File: src/rtl/fifo_msg_pkg.sv
// fifo_msg_pkg: state encoding and default sizing shared by the message receiver
//   IDLE/HREQ/HCAP : wait for, request and capture a header word
//   PWAIT/PREQ/PCAP: wait for room, request and capture one payload word
package fifo_msg_pkg;
    localparam int LEN_W_DEF   = 16;
    localparam int MAX_LEN_DEF = 255;
    typedef enum logic [2:0] {
        IDLE,
        HREQ,
        HCAP,
        PWAIT,
        PREQ,
        PCAP
    } state_t;
endpackage

File: src/rtl/fifo_msg_rx.sv
// fifo_msg_rx: drains an upstream FIFO as header-framed messages onto a valid/ready stream
//   clk, resetn          : clock, asynchronous active-low reset
//   fifo_empty/fifo_rd   : upstream FIFO status and one-cycle read pulse
//   fifo_data            : FIFO word, valid the cycle after fifo_rd was high
//   out_valid/out_ready  : payload handshake; out_data/out_sop/out_eop form the beat
//   out_len              : length of the current message, held until the next header
//   err_len              : one-cycle pulse on a rejected header (length 0 or > MAX_LEN)
//   msg_count            : completed messages, wrapping 16-bit count
module fifo_msg_rx
    import fifo_msg_pkg::*;
#(
    parameter int WIDTH   = 32,
    parameter int MAX_LEN = MAX_LEN_DEF,
    parameter int LEN_W   = LEN_W_DEF
) (
    input  logic             clk,
    input  logic             resetn,
    input  logic             fifo_empty,
    output logic             fifo_rd,
    input  logic [WIDTH-1:0] fifo_data,
    output logic             out_valid,
    input  logic             out_ready,
    output logic [WIDTH-1:0] out_data,
    output logic             out_sop,
    output logic             out_eop,
    output logic [LEN_W-1:0] out_len,
    output logic             err_len,
    output logic [15:0]      msg_count
);
    localparam logic [LEN_W-1:0] MAX_L = LEN_W'(MAX_LEN);
    localparam logic [LEN_W-1:0] ONE   = LEN_W'(1);

    state_t           state;
    logic [LEN_W-1:0] remaining;
    logic [LEN_W-1:0] hdr_len;
    logic             hdr_ok;
    logic             accept;

    assign hdr_len = fifo_data[LEN_W-1:0];
    assign hdr_ok  = (hdr_len != '0) && (hdr_len <= MAX_L);
    assign accept  = out_valid && out_ready;

    // fifo_rd is registered on entry to HREQ/PREQ so it is high exactly for
    // that one state; every request state is followed by a capture state,
    // which keeps the read strobe from ever lasting two cycles.
    always_ff @(posedge clk or negedge resetn) begin
        if (!resetn) begin
            state     <= IDLE;
            fifo_rd   <= 1'b0;
            out_valid <= 1'b0;
            out_sop   <= 1'b0;
            out_eop   <= 1'b0;
            err_len   <= 1'b0;
            out_data  <= '0;
            out_len   <= '0;
            remaining <= '0;
            msg_count <= '0;
        end else begin
            fifo_rd <= 1'b0;
            err_len <= 1'b0;
            if (accept)
                out_valid <= 1'b0;
            if (accept && out_eop)
                msg_count <= msg_count + 16'd1;
            case (state)
                IDLE: begin
                    if (!fifo_empty) begin
                        state   <= HREQ;
                        fifo_rd <= 1'b1;
                    end
                end
                HREQ: state <= HCAP;
                HCAP: begin
                    if (hdr_ok) begin
                        remaining <= hdr_len;
                        out_len   <= hdr_len;
                        state     <= PWAIT;
                    end else begin
                        err_len <= 1'b1;
                        state   <= IDLE;
                    end
                end
                // Only fetch once the output register is free or being freed
                // this cycle; the fetched word lands two cycles later.
                PWAIT: begin
                    if (!fifo_empty && (!out_valid || out_ready)) begin
                        state   <= PREQ;
                        fifo_rd <= 1'b1;
                    end
                end
                PREQ: state <= PCAP;
                PCAP: begin
                    out_data  <= fifo_data;
                    out_valid <= 1'b1;
                    out_sop   <= remaining == out_len;
                    out_eop   <= remaining == ONE;
                    remaining <= remaining - ONE;
                    state     <= (remaining == ONE) ? IDLE : PWAIT;
                end
                default: state <= IDLE;
            endcase
        end
    end
endmodule

File: config.mk
export PLATFORM = sky130hd
export DESIGN_NAME = fifo_msg_rx
export DESIGN_NICKNAME = d
export VERILOG_FILES = /design/src/rtl/fifo_msg_pkg.sv /design/src/rtl/fifo_msg_rx.sv
export SDC_FILE = /design/constraint.sdc
export NUM_CORES = 1
export LEC_CHECK = 0
export ABC_AREA = 1
export BUFFER_PORTS_ARGS = -buffer_cell sky130_fd_sc_hd__buf_2
export CORE_ASPECT_RATIO = 1.1
export CORE_MARGIN = 5
export CORE_UTILIZATION = 48
export DETAILED_ROUTE_END_ITERATION = 8
export GPL_ROUTABILITY_DRIVEN = 0
export PLACE_DENSITY = 0.82
export SLEW_MARGIN = 20
export SYNTH_ARGS = -nofsm -noshare
export SYNTH_HDL_FRONTEND = slang
export SYNTH_SLANG_ARGS = --single-unit
File: constraint.sdc
create_clock -name clk -period 1.2 [get_ports clk]
set_input_delay 0.06 -clock clk [delete_from_list [all_inputs] [get_ports clk]]
set_output_delay 0.06 -clock clk [all_outputs]
set_load 0.02 [all_outputs]
Word level (Yosys, flattened, before mapping)
Cells that the tools add are included.

Register bits after elaboration: 88. Input bits: 36.

$add $sub $neg: 2. Eq/ne operators: 10. Multiplexer cells: 14. Reductions and logical operators: 14. Order comparisons: 1.

Operators by type and width (number): $pmux 16 s2 (1); $pmux 3 s6 (1); $add 16x1->16 const B (1); $eq 16x1->1 const B (1); $eq 16x16->1 (1); $le 16x8->1 const B (1); $mux 16 (1); $reduce_bool 16->1 (1); $sub 16x1->16 const B (1); $eq 3x2->1 const B (2); $eq 3x3->1 const B (2); $mux 1 (6); $mux 3 (2); $ne 2x2->1 const B (3); $reduce_and 2->1 (3); $logic_and 1x1->1 (4); $mux 2 (2); $reduce_bool 2->1 (2); $eq 3x1->1 const B (1); $logic_not 3->1 (1); $logic_not 1->1 (2); $pmux 1 s2 (1); $logic_or 1x1->1 (1).

Longest topological paths before layout
Gate-level depths: netlist (run 1).

Depth in word-level cells: 5. Mapped depth: 10. Mapped depth without buffers: 10.

Least setup slack after synthesis (run 1)
Ideal clock, no wire load.

Path kind: register -> register. Start point: reg msg_count[0]. End point: reg msg_count[12]. Arrival: 1.330 ns. Library setup time: 0.113 ns. Path slack: -0.244 ns. Path buffers: 0. Cell stages (with the launch flop): 9. Path through: dfrtp_1 > ha_1 > inv_1 > nor2_1 > nand4_1 > nor2_1 > nand3_1 > nand2_1 > inv_1.

Longest elaborated chain between the ends: 1.

RTL lines: start, declared (RTL line fifo_msg_rx.sv:28) `output logic [15:0] msg_count`; start signal, assigned (RTL line fifo_msg_rx.sv:64) `msg_count <= msg_count + 16'd1;`; $add 16x1->16 (RTL line fifo_msg_rx.sv:64).

No other way between the ends. A chain may end at the register's enable or synchronous reset.

Worst setup path in the final report (run 1)
Start point: reg remaining[5]. End point: reg remaining[12].

Longest elaborated chain between the ends: 2.

RTL lines: start, declared (RTL line fifo_msg_rx.sv:34) `logic [LEN_W-1:0] remaining;`; start signal, assigned (RTL line fifo_msg_rx.sv:75) `remaining <= hdr_len;`; start signal, assigned (RTL line fifo_msg_rx.sv:97) `remaining <= remaining - ONE;`; $sub 16x1->16 (RTL line fifo_msg_rx.sv:97); $pmux 16 s2 (RTL line fifo_msg_rx.sv:65) `case (state)`.

No other way between the ends.

==> results of run 1 <==
[layout by cell type (no fill, tap or decap), drive strengths merged]
cell / n
nand2: 234
buf: 194
dfrtp: 88
inv: 62
nor2: 56
o21ai: 37
dlygate4sd3: 29
nand3: 29
clkbuf: 14
xor2: 12
xnor2: 8
nand4: 3
ha: 3
nor3: 3
clkinv: 2
nand3b: 2
o22ai: 2
a21boi: 1
o21a: 1
a21oi: 1
o21bai: 1
clkinvlp: 1
bufinv: 1
[flip-flops by register name, summed over array words and instances, names as in the netlist]
register / count
err_len: 1
out_valid: 1
out_len: 16
remaining: 16
out_data: 32
fifo_rd: 1
state: 3
msg_count: 16
out_sop: 1
out_eop: 1
[power groups by stage]
stage / Clock (uW) / Combinational [uW] / Sequential, uW
floorplan: 0 / 2180 / 5550
global placement: 0 / 5330 / 4660
detailed placement: 0 / 5500 / 4700
CTS: 2250 / 6240 / 4720
global route: 2370 / 8220 / 5080
finish: 2270 / 7790 / 5010
[layout make-up]
class                           instances  area, um^2  area share [%]
Clock buffer                           13         169            2.41
Clock inverter                          3        46.3           0.660
Inverter                               62         253            3.60
Multi-Input combinational cell        393        2400            34.2
Sequential cell                        88        2220            31.6
Tap cell                              114         143            2.03
Timing Repair Buffer                  224        1770            25.2
Timing Repair inverter                  1        16.3           0.232
[metrics by stage]
step / TNS [ns] / utilization [%] / cell area, um^2 / total power (uW) / hold slack [ns]
after floorplan: -1.05 / - / 4340 / 7730 / -0.236
after global placement: -2.47 / 62.2 / 5460 / 9980 / 0.0432
after detailed placement: -3.78 / 62.2 / 5460 / 10200 / 0.0512
after CTS: -4.61 / 73.5 / 6450 / 13200 / 0.00839
after global routing: -17.19 / 79.8 / 7010 / 15700 / 0.0212
final: -13.47 / 79.8 / 7010 / 15100 / 0.0156
[critical path: cells and delay by family, from the launching register on]
kind            cells  cell delay [ns]
simple gates        7             0.96
flops               1             0.43
compound gates      1             0.06
[kinds of logic (layout without fill, tap and decap cells)]
logic type,Yosys count,in the layout,synth area share (%)
simple gates,324,327,31.4
flops,88,88,51.4
buf+inv,74,303,6.92
compound gates,43,43,5.26
xor+xnor,20,20,4.09
fa+ha+maj,3,3,0.877
[how the worst max path moves through the flow]
stage | cells past startpoint | slack [ns] | start | to
after floorplan | 7 | -0.13 | msg_count[0]$_DFFE_PN0P_ | msg_count[8]$_DFFE_PN0P_
after global placement | 7 | -0.13 | state[1]$_DFFE_PN0P_ | remaining[2]$_DFFE_PN0P_
after detailed placement | 8 | -0.16 | msg_count[1]$_DFFE_PN0P_ | msg_count[12]$_DFFE_PN0P_
after CTS | 5 | -0.15 | state[0]$_DFFE_PN0P_ | out_len[10]$_DFFE_PN0P_
after global routing | 9 | -0.38 | msg_count[0]$_DFFE_PN0P_ | msg_count[12]$_DFFE_PN0P_
final | 8 | -0.35 | remaining[5]$_DFFE_PN0P_ | remaining[12]$_DFFE_PN0P_
[per-layer routing]
layer	GRT usage, %	vias to the layer above	routed length (um)
met3	5.31	124	1450
met2	48.0	369	8860
li1	-	2157	-
met5	0	-	0
met4	16.9	0	1240
met1	31.6	2408	6100
[repair_timing]
action / CTS / global route
endpoints found under the hold margin: 116 / 0
pin swaps: 33 / 43
buffers inserted: 17 / 9
hold buffers: 29 / 0
gates cloned: 8 / 1
setup endpoints to repair: 74 / 83
resized for setup: 77 / 154
==> results.tsv, run 1 <==
metric	value	unit
top post-synthesis cells by count	nand2_1, dfrtp_1, inv_1	
Die X	100	um
P_int	8370	uW
GRT Total Usage	27.7	%
syn nets	591	
net load switching power	6700	uW
setup slack at placement	-0.161	ns
crit-path max FO	3	
slowest CP cell	dfrtp_1	
DRC Markers	0	
arrival time at the worst endpoint	1.82	ns
via count	5058	
top_reg_cell synth	dfrtp_1	
Initial Util	48.8	%
r2r setup slk	-0.35	ns
initial antenna violation count	0	
synth unique cells	30	
Fin Clk Skew	0.0197	ns
Peak VDD IR	1.78	mV
vias in the first global route	4935	
final setup fails	80	
Flop pwr share	33.2	%
Antenna Cells	0	
r2r endpoint	remaining[12]$_DFFE_PN0P_	
Hold/Removal Path Class	primary input to register	
final cell count without fillers	898	
share of cells above drive strength 1	48.1	%
Syn Std Cell Area	0.00428	mm^2
kind of critical path	register to register	
Syn Area/Cell	7.76	um^2
Seq/Total Area, Yosys	51.4	%
Clk Latency, worst-skew pair	0.37	ns
CP dominant cell by count	nand2_1	
IO Pins	105	
PD cells	2150	mW/mm^2
WL/cell	19.7	um
RR Startpoint	remaining[5]$_DFFE_PN0P_	
status	finished with violations	
area share of the largest cell type after synthesis	51.4	%
failing checks	negative setup slack	
clock sinks	88	
final setup margin	-0.350	ns
clock slew at reported path FFs	0.10	ns
critical path endpoint category	register	
Synth area leader	dfrtp_1	
Fillers	478	
top-count cell post-synth	nand2_1	
fin crit share	129	%
Sw Ratio	44.4	%
max_cap viols	0	
clock buffer depth	2	
CTS tree	built	
area growth from synthesis to layout	63.7	%
net count reported at finish	818	
final hold vios	0	
Cells after Synth	552	
row cnt	36	
min Tclk post-route	1.55	ns
global-route wire length before repair	23400	um
placed insts	821	
final wirelength	17700	um
HPWL Detailed	8650	um
#FFs+latches synth	88	
Synth async-reset ratio	100	%
Lkg Pwr	0.00366	uW
leading post-synthesis cells by cell area	dfrtp_1, nand2_1, inv_1	
Gate power share	51.7	%
input/output buffers	104	
worst rel slew slack	77.3	%
CTS Buf Count	9	
Die Y-Extent	109	um
largest net degree at the start of global routing	55	
DIE AREA	0.0109	mm^2
RSZ-0062 raised after global routing	yes	
First-pass DRT Iterations	6	
worst path required time	1.47	ns
Slew @ Worst Pin	0.341	ns
Worst R2R Path Depth	8	
Worst setup SP type	register	
EDFF count, synth	0	
core area	0.00878	mm^2
clock share of power	15.1	%
1st-iter DRT viols	458	
Remaining Overflow, GRT	0	
hold path depth	3	
max-slew violation count	0	
H-tree depth	3	
clock root buffer	clkbuf_8	
Ys Warns	0	
Max Fclk	0.645	GHz
sink of the worst hold path	out_data[0]$_DFFE_PN0N_	
worst path cell trace	nor2_2 -> nand2_2 -> nor2_1 -> nand2_2 -> nand2_1 -> nand2_1 -> nand2_1 -> o21ai_2	
Hold Startpoint	fifo_data[0]	
Max stage delay on crit path	0.43	ns
vias per cell	5.63	
Final ANT Viol Nets	0	
No activity file was read; power rests on OpenSTA's default activity.
==> run 2: changes to the inputs <==
--- a/config.mk
+++ b/config.mk
@@ -7,7 +7,7 @@
 export LEC_CHECK = 0
 export ABC_AREA = 1
 export BUFFER_PORTS_ARGS = -buffer_cell sky130_fd_sc_hd__buf_2
-export CORE_ASPECT_RATIO = 1.1
+export CORE_ASPECT_RATIO = 1.25
 export CORE_MARGIN = 5
 export CORE_UTILIZATION = 48
 export DETAILED_ROUTE_END_ITERATION = 8
==> run 2 against run 1 <==
Effect of this change: the run still ends with negative setup slack left; utilization fell by 5.6 points; power down 9.9%; final cell count down 0.45%; sequential cell count is the same; clock power decreased by 16%; setup slack better by 0.10 ns; largest power group unchanged.
==> results.tsv, run 2 (synthesis results as in run 1) <==
metric	value	unit
fin util	74.2	%
Gate power share	49.8	%
met3 Use GR	5.00	%
max-slew violation count	0	
placed insts	829	
vias in the first global route	4556	
final hold vios	0	
net load switching power	5850	uW
First-pass DRT Iterations	5	
Fillers	585	
via count	4595	
Peak VDD IR	1.43	mV
kind of critical path	register to register	
Lkg Pwr	0.00349	uW
DIE AREA	0.0109	mm^2
Max Fclk	0.690	GHz
Initial Util	49.2	%
net count reported at finish	808	
max_cap viols	0	
GRT Total Usage	24.2	%
critical path endpoint category	register	
Fin Clk Skew	0.00763	ns
worst rel slew slack	67.6	%
input/output buffers	104	
design area	0.00646	mm^2
final wirelength	14000	um
CTS tree	built	
Slew @ Worst Pin	0.487	ns
Flop pwr share	36.2	%
clock share of power	14.0	%
vias per cell	5.14	
met2 Use GR	42.8	%
Worst setup SP type	register	
WL/cell	15.6	um
multi-input logic area	0.00206	mm^2
clock slew at reported path FFs	0.09	ns
clock buffer depth	2	
DRC Markers	0	
FF/Latch Area	0.00221	mm^2
clock root buffer	clkbuf_8	
commonest non-fill, non-tap cell in the layout	nand2_1	
Antenna Cells	0	
most frequent cells in the layout	nand2_1, buf_2, dfrtp_1	
GRT Max-Usage Layer	met2	
Remaining Overflow, GRT	0	
clock sinks	88	
final setup fails	73	
1st-iter DRT viols	378	
global-route wire length before repair	20900	um
P_int	7730	uW
row cnt	38	
Die X	94.5	um
share of cells above drive strength 1	38.4	%
fin crit share	121	%
Post-DP Area	0.00546	mm^2
IO Pins	105	
final setup margin	-0.248	ns
max FFs per register	32	
crit-path max FO	5	
met1 Use GR	28.0	%
min Tclk post-route	1.45	ns
RSZ-0062 raised after global routing	yes	
setup_tns	-6.86	ns
area growth from synthesis to layout	50.8	%
Final Power	13600	uW
Hold/Removal Path Class	primary input to register	
core area	0.00870	mm^2
largest register by flop count	out_data	
status	finished with violations	
initial antenna violation count	0	
HPWL Detailed	8870	um
CTS Buf Count	9	
Clk Latency, worst-skew pair	0.36	ns
failing checks	negative setup slack	
PD cells	2100	mW/mm^2
Final ANT Viol Nets	0	
arrival time at the worst endpoint	1.68	ns
H-tree depth	3	
final cell count without fillers	894	
worst path required time	1.44	ns
Sw Ratio	43.1	%
Die Y-Extent	116	um
largest net degree at the start of global routing	89	
## run 2: power groups by stage
stage | clock network [uW] | registers (uW) | logic (uW)
final | 1900 | 4910 | 6770
after global routing | 2070 | 5020 | 7280
after CTS | 1930 | 4770 | 5960
after detailed placement | 0 | 4740 | 5550
after global placement | 0 | 4700 | 5360
after floorplan | 0 | 5550 | 2180
## run 2: worst paths after layout
kind                                          startpoint                        to  slack, ns  cells past startpoint
max in group asynchronous                         resetn      state[0]$_DFFE_PN0P_       0.49                      3
worst max-delay path            remaining[2]$_DFFE_PN0P_  remaining[3]$_DFFE_PN0P_      -0.25                      8
worst min register to register  out_data[12]$_DFFE_PN0N_  out_data[12]$_DFFE_PN0N_       0.48                      2
min in group asynchronous                         resetn  out_data[23]$_DFFE_PN0N_       0.28                      3
worst min-delay path                        fifo_data[5]  remaining[5]$_DFFE_PN0P_       0.05                      5
worst max register to register  remaining[2]$_DFFE_PN0P_  remaining[3]$_DFFE_PN0P_      -0.25                      8
## run 2: worst max-delay path, cell delays in order (launching register included)
cell	delay [ns]
dfrtp_1	0.45
nor2_2	0.17
nand2_2	0.14
inv_2	0.12
nor2_1	0.06
o21ai_1	0.12
nand2_1	0.08
nand2_1	0.09
nand2_1	0.09
## run 2: final cells by class
class                           instances  area share [%]
Clock buffer                           10            2.13
Clock inverter                          6           0.659
Inverter                               62            3.80
Multi-Input combinational cell        390            31.9
Sequential cell                        88            34.3
Tap cell                              120            2.32
Timing Repair Buffer                  218            24.9
## run 2: metrics by stage
stage               setup slack [ns]  hold slack [ns]
floorplan                     -0.131           -0.236
global placement              -0.106            0.133
detailed placement            -0.155            0.142
CTS                           -0.101          0.00498
global route                  -0.286           0.0531
finish                        -0.248           0.0454
## run 2: routing by layer
layer  routed length [um]  up-vias
met5                    0        -
met4                  782        0
met3                  974       76
met2                 7190      226
met1                 5040     2165
li1                     -     2128
## run 2: what timing repair did
action,in CTS,in global routing
setup buffers,5,15
pin swaps,23,19
hold endpoints to repair,113,0
hold buffers,26,0
cloned,0,3
setup endpoints to repair,61,79
gates resized for setup,51,65
==> run 3: changes to the inputs <==
--- a/config.mk
+++ b/config.mk
@@ -7,7 +7,7 @@
 export LEC_CHECK = 0
 export ABC_AREA = 1
 export BUFFER_PORTS_ARGS = -buffer_cell sky130_fd_sc_hd__buf_2
-export CORE_ASPECT_RATIO = 1.25
+export CORE_ASPECT_RATIO = 0.75
 export CORE_MARGIN = 5
 export CORE_UTILIZATION = 48
 export DETAILED_ROUTE_END_ITERATION = 8
@@ -17,3 +17,4 @@
 export SYNTH_ARGS = -nofsm -noshare
 export SYNTH_HDL_FRONTEND = slang
 export SYNTH_SLANG_ARGS = --single-unit
+export TNS_END_PERCENT = 10
==> run 3 against run 2 <==
Effect of this change: the run still ends with negative setup slack left; power grew 4.1%; maximum frequency grew 5.8%; combinational power shrank 8.6%; critical endpoint is now remaining[12]$_DFFE_PN0P_; largest power group unchanged.
==> results.tsv, run 3 (synthesis results as in run 1) <==
metric	value	unit
status	finished with violations	
failing checks	negative setup slack	
worst rel slew slack	80.0	%
global-route wire length before repair	21300	um
Fin Clk Skew	0.00654	ns
r2r endpoint	remaining[12]$_DFFE_PN0P_	
most frequent cells in the layout	nand2_1, buf_2, dfrtp_1	
via count	4386	
row cnt	29	
Remaining Overflow, GRT	0	
Initial Util	50.0	%
WL/cell	14.9	um
Lkg Pwr	0.00343	uW
largest net degree at the start of global routing	26	
Hold/Removal Path Class	primary input to register	
r2r setup slk	-0.17	ns
final hold vios	0	
Worst Setup EP	remaining[12]$_DFFE_PN0P_	
RR Startpoint	remaining[5]$_DFFE_PN0P_	
Clk Latency, worst-skew pair	0.34	ns
PD cells	2260	mW/mm^2
clock sinks	88	
commonest non-fill, non-tap cell in the layout	nand2_1	
Antenna Cells	0	
final wirelength	12900	um
Die X	119	um
crit-path max FO	4	
share of cells above drive strength 1	33.6	%
net count reported at finish	789	
max FFs per register	32	
CTS Buf Count	9	
max_cap viols	0	
kind of critical path	register to register	
vias per cell	5.09	
worst path required time	1.42	ns
area growth from synthesis to layout	46.1	%
RSZ-0062 raised after global routing	yes	
Final ANT Viol Nets	0	
DIE AREA	0.0109	mm^2
clock slew at reported path FFs	0.06	ns
H-tree depth	3	
Max Fclk	0.731	GHz
Worst R2R Path Depth	8	
GRT Total Usage	23.8	%
min Tclk post-route	1.37	ns
Die Y-Extent	91.8	um
design area	0.00626	mm^2
multi-input logic area	0.00196	mm^2
Worst setup SP type	register	
Post-DP Area	0.00542	mm^2
clock buffer depth	2	
DRC Markers	0	
FF/Latch Area	0.00221	mm^2
First-pass DRT Iterations	5	
setup slack at placement	-0.181	ns
clock root buffer	clkbuf_16	
CTS tree	built	
largest register by flop count	out_data	
core area	0.00856	mm^2
placed insts	814	
fin crit share	114	%
final cell count without fillers	862	
final setup margin	-0.169	ns
arrival time at the worst endpoint	1.59	ns
initial antenna violation count	0	
max-slew violation count	0	
input/output buffers	104	
Fillers	630	
vias in the first global route	4485	
Slew @ Worst Pin	0.297	ns
CP Launch Point	remaining[5]$_DFFE_PN0P_	
Peak VDD IR	1.55	mV
1st-iter DRT viols	325	
final setup fails	45	
HPWL Detailed	8960	um
IO Pins	105	
critical path endpoint category	register	
## run 3: how the worst min path moves through the flow
stage                     slack, ns                 endpoint  cells past startpoint    startpoint
after global routing           0.05   out_len[0]$_DFFE_PN0P_                      3  fifo_data[0]
final                          0.02  out_data[0]$_DFFE_PN0N_                      3  fifo_data[0]
after detailed placement      -0.05        err_len$_DFF_PN0_                      1        resetn
after global placement        -0.05        err_len$_DFF_PN0_                      1        resetn
after floorplan               -0.24        err_len$_DFF_PN0_                      0        resetn
after CTS                      0.02   out_len[0]$_DFFE_PN0P_                      3  fifo_data[0]
## run 3: through the flow
step                utilization, %  TNS, ns  power, uW  hold WS (ns)
finish                        73.1    -3.24      14100        0.0249
global route                  73.1    -8.14      14900        0.0473
CTS                           71.6    -2.84      13700        0.0160
detailed placement            63.3    -6.03      10200       -0.0456
global placement              63.3    -2.91       9910       -0.0512
floorplan                        -    -1.05       7660        -0.236
## run 3: worst max-delay path: stages (launching register included)
cell     delay (ns)
dfrtp_2        0.47
nor2_4         0.15
nand2_1        0.10
nor2_1         0.14
nand2_1        0.07
nand2_1        0.06
nand2_1        0.06
nand2_1        0.12
o21ai_2        0.09
## run 3: where the power goes
group | leakage, uW | switching (uW) | internal (uW)
Combinational | 0.00218 | 3520 | 2670
Sequential | 0.00109 | 907 | 3990
Clock | 0.000159 | 1130 | 1920
## run 3: what timing repair did
action | CTS | global route
hold endpoints to repair | 113 | 0
cloned | 0 | 0
gates resized for setup | 35 | 43
pin swaps | 14 | 12
hold buffers | 26 | 0
buffers inserted | 4 | 3
setup endpoints to repair | 77 | 78
## run 3: layout make-up
class / count / area share (%)
clock buffers: 12 / 4.10
clock inverters: 3 / 1.04
inverters: 62 / 3.76
multi-input cells: 390 / 31.4
flip-flops and latches: 88 / 35.4
well taps: 108 / 2.16
repair buffers: 199 / 22.2
## run 3: layer usage
layer / global-route usage, % / wire length [um] / vias up
li1: - / - / 2091
met1: 29.3 / 5250 / 2069
met2: 40.9 / 6330 / 197
met3: 5.90 / 943 / 29
met4: 8.78 / 337 / 0
met5: 0 / 0 / -
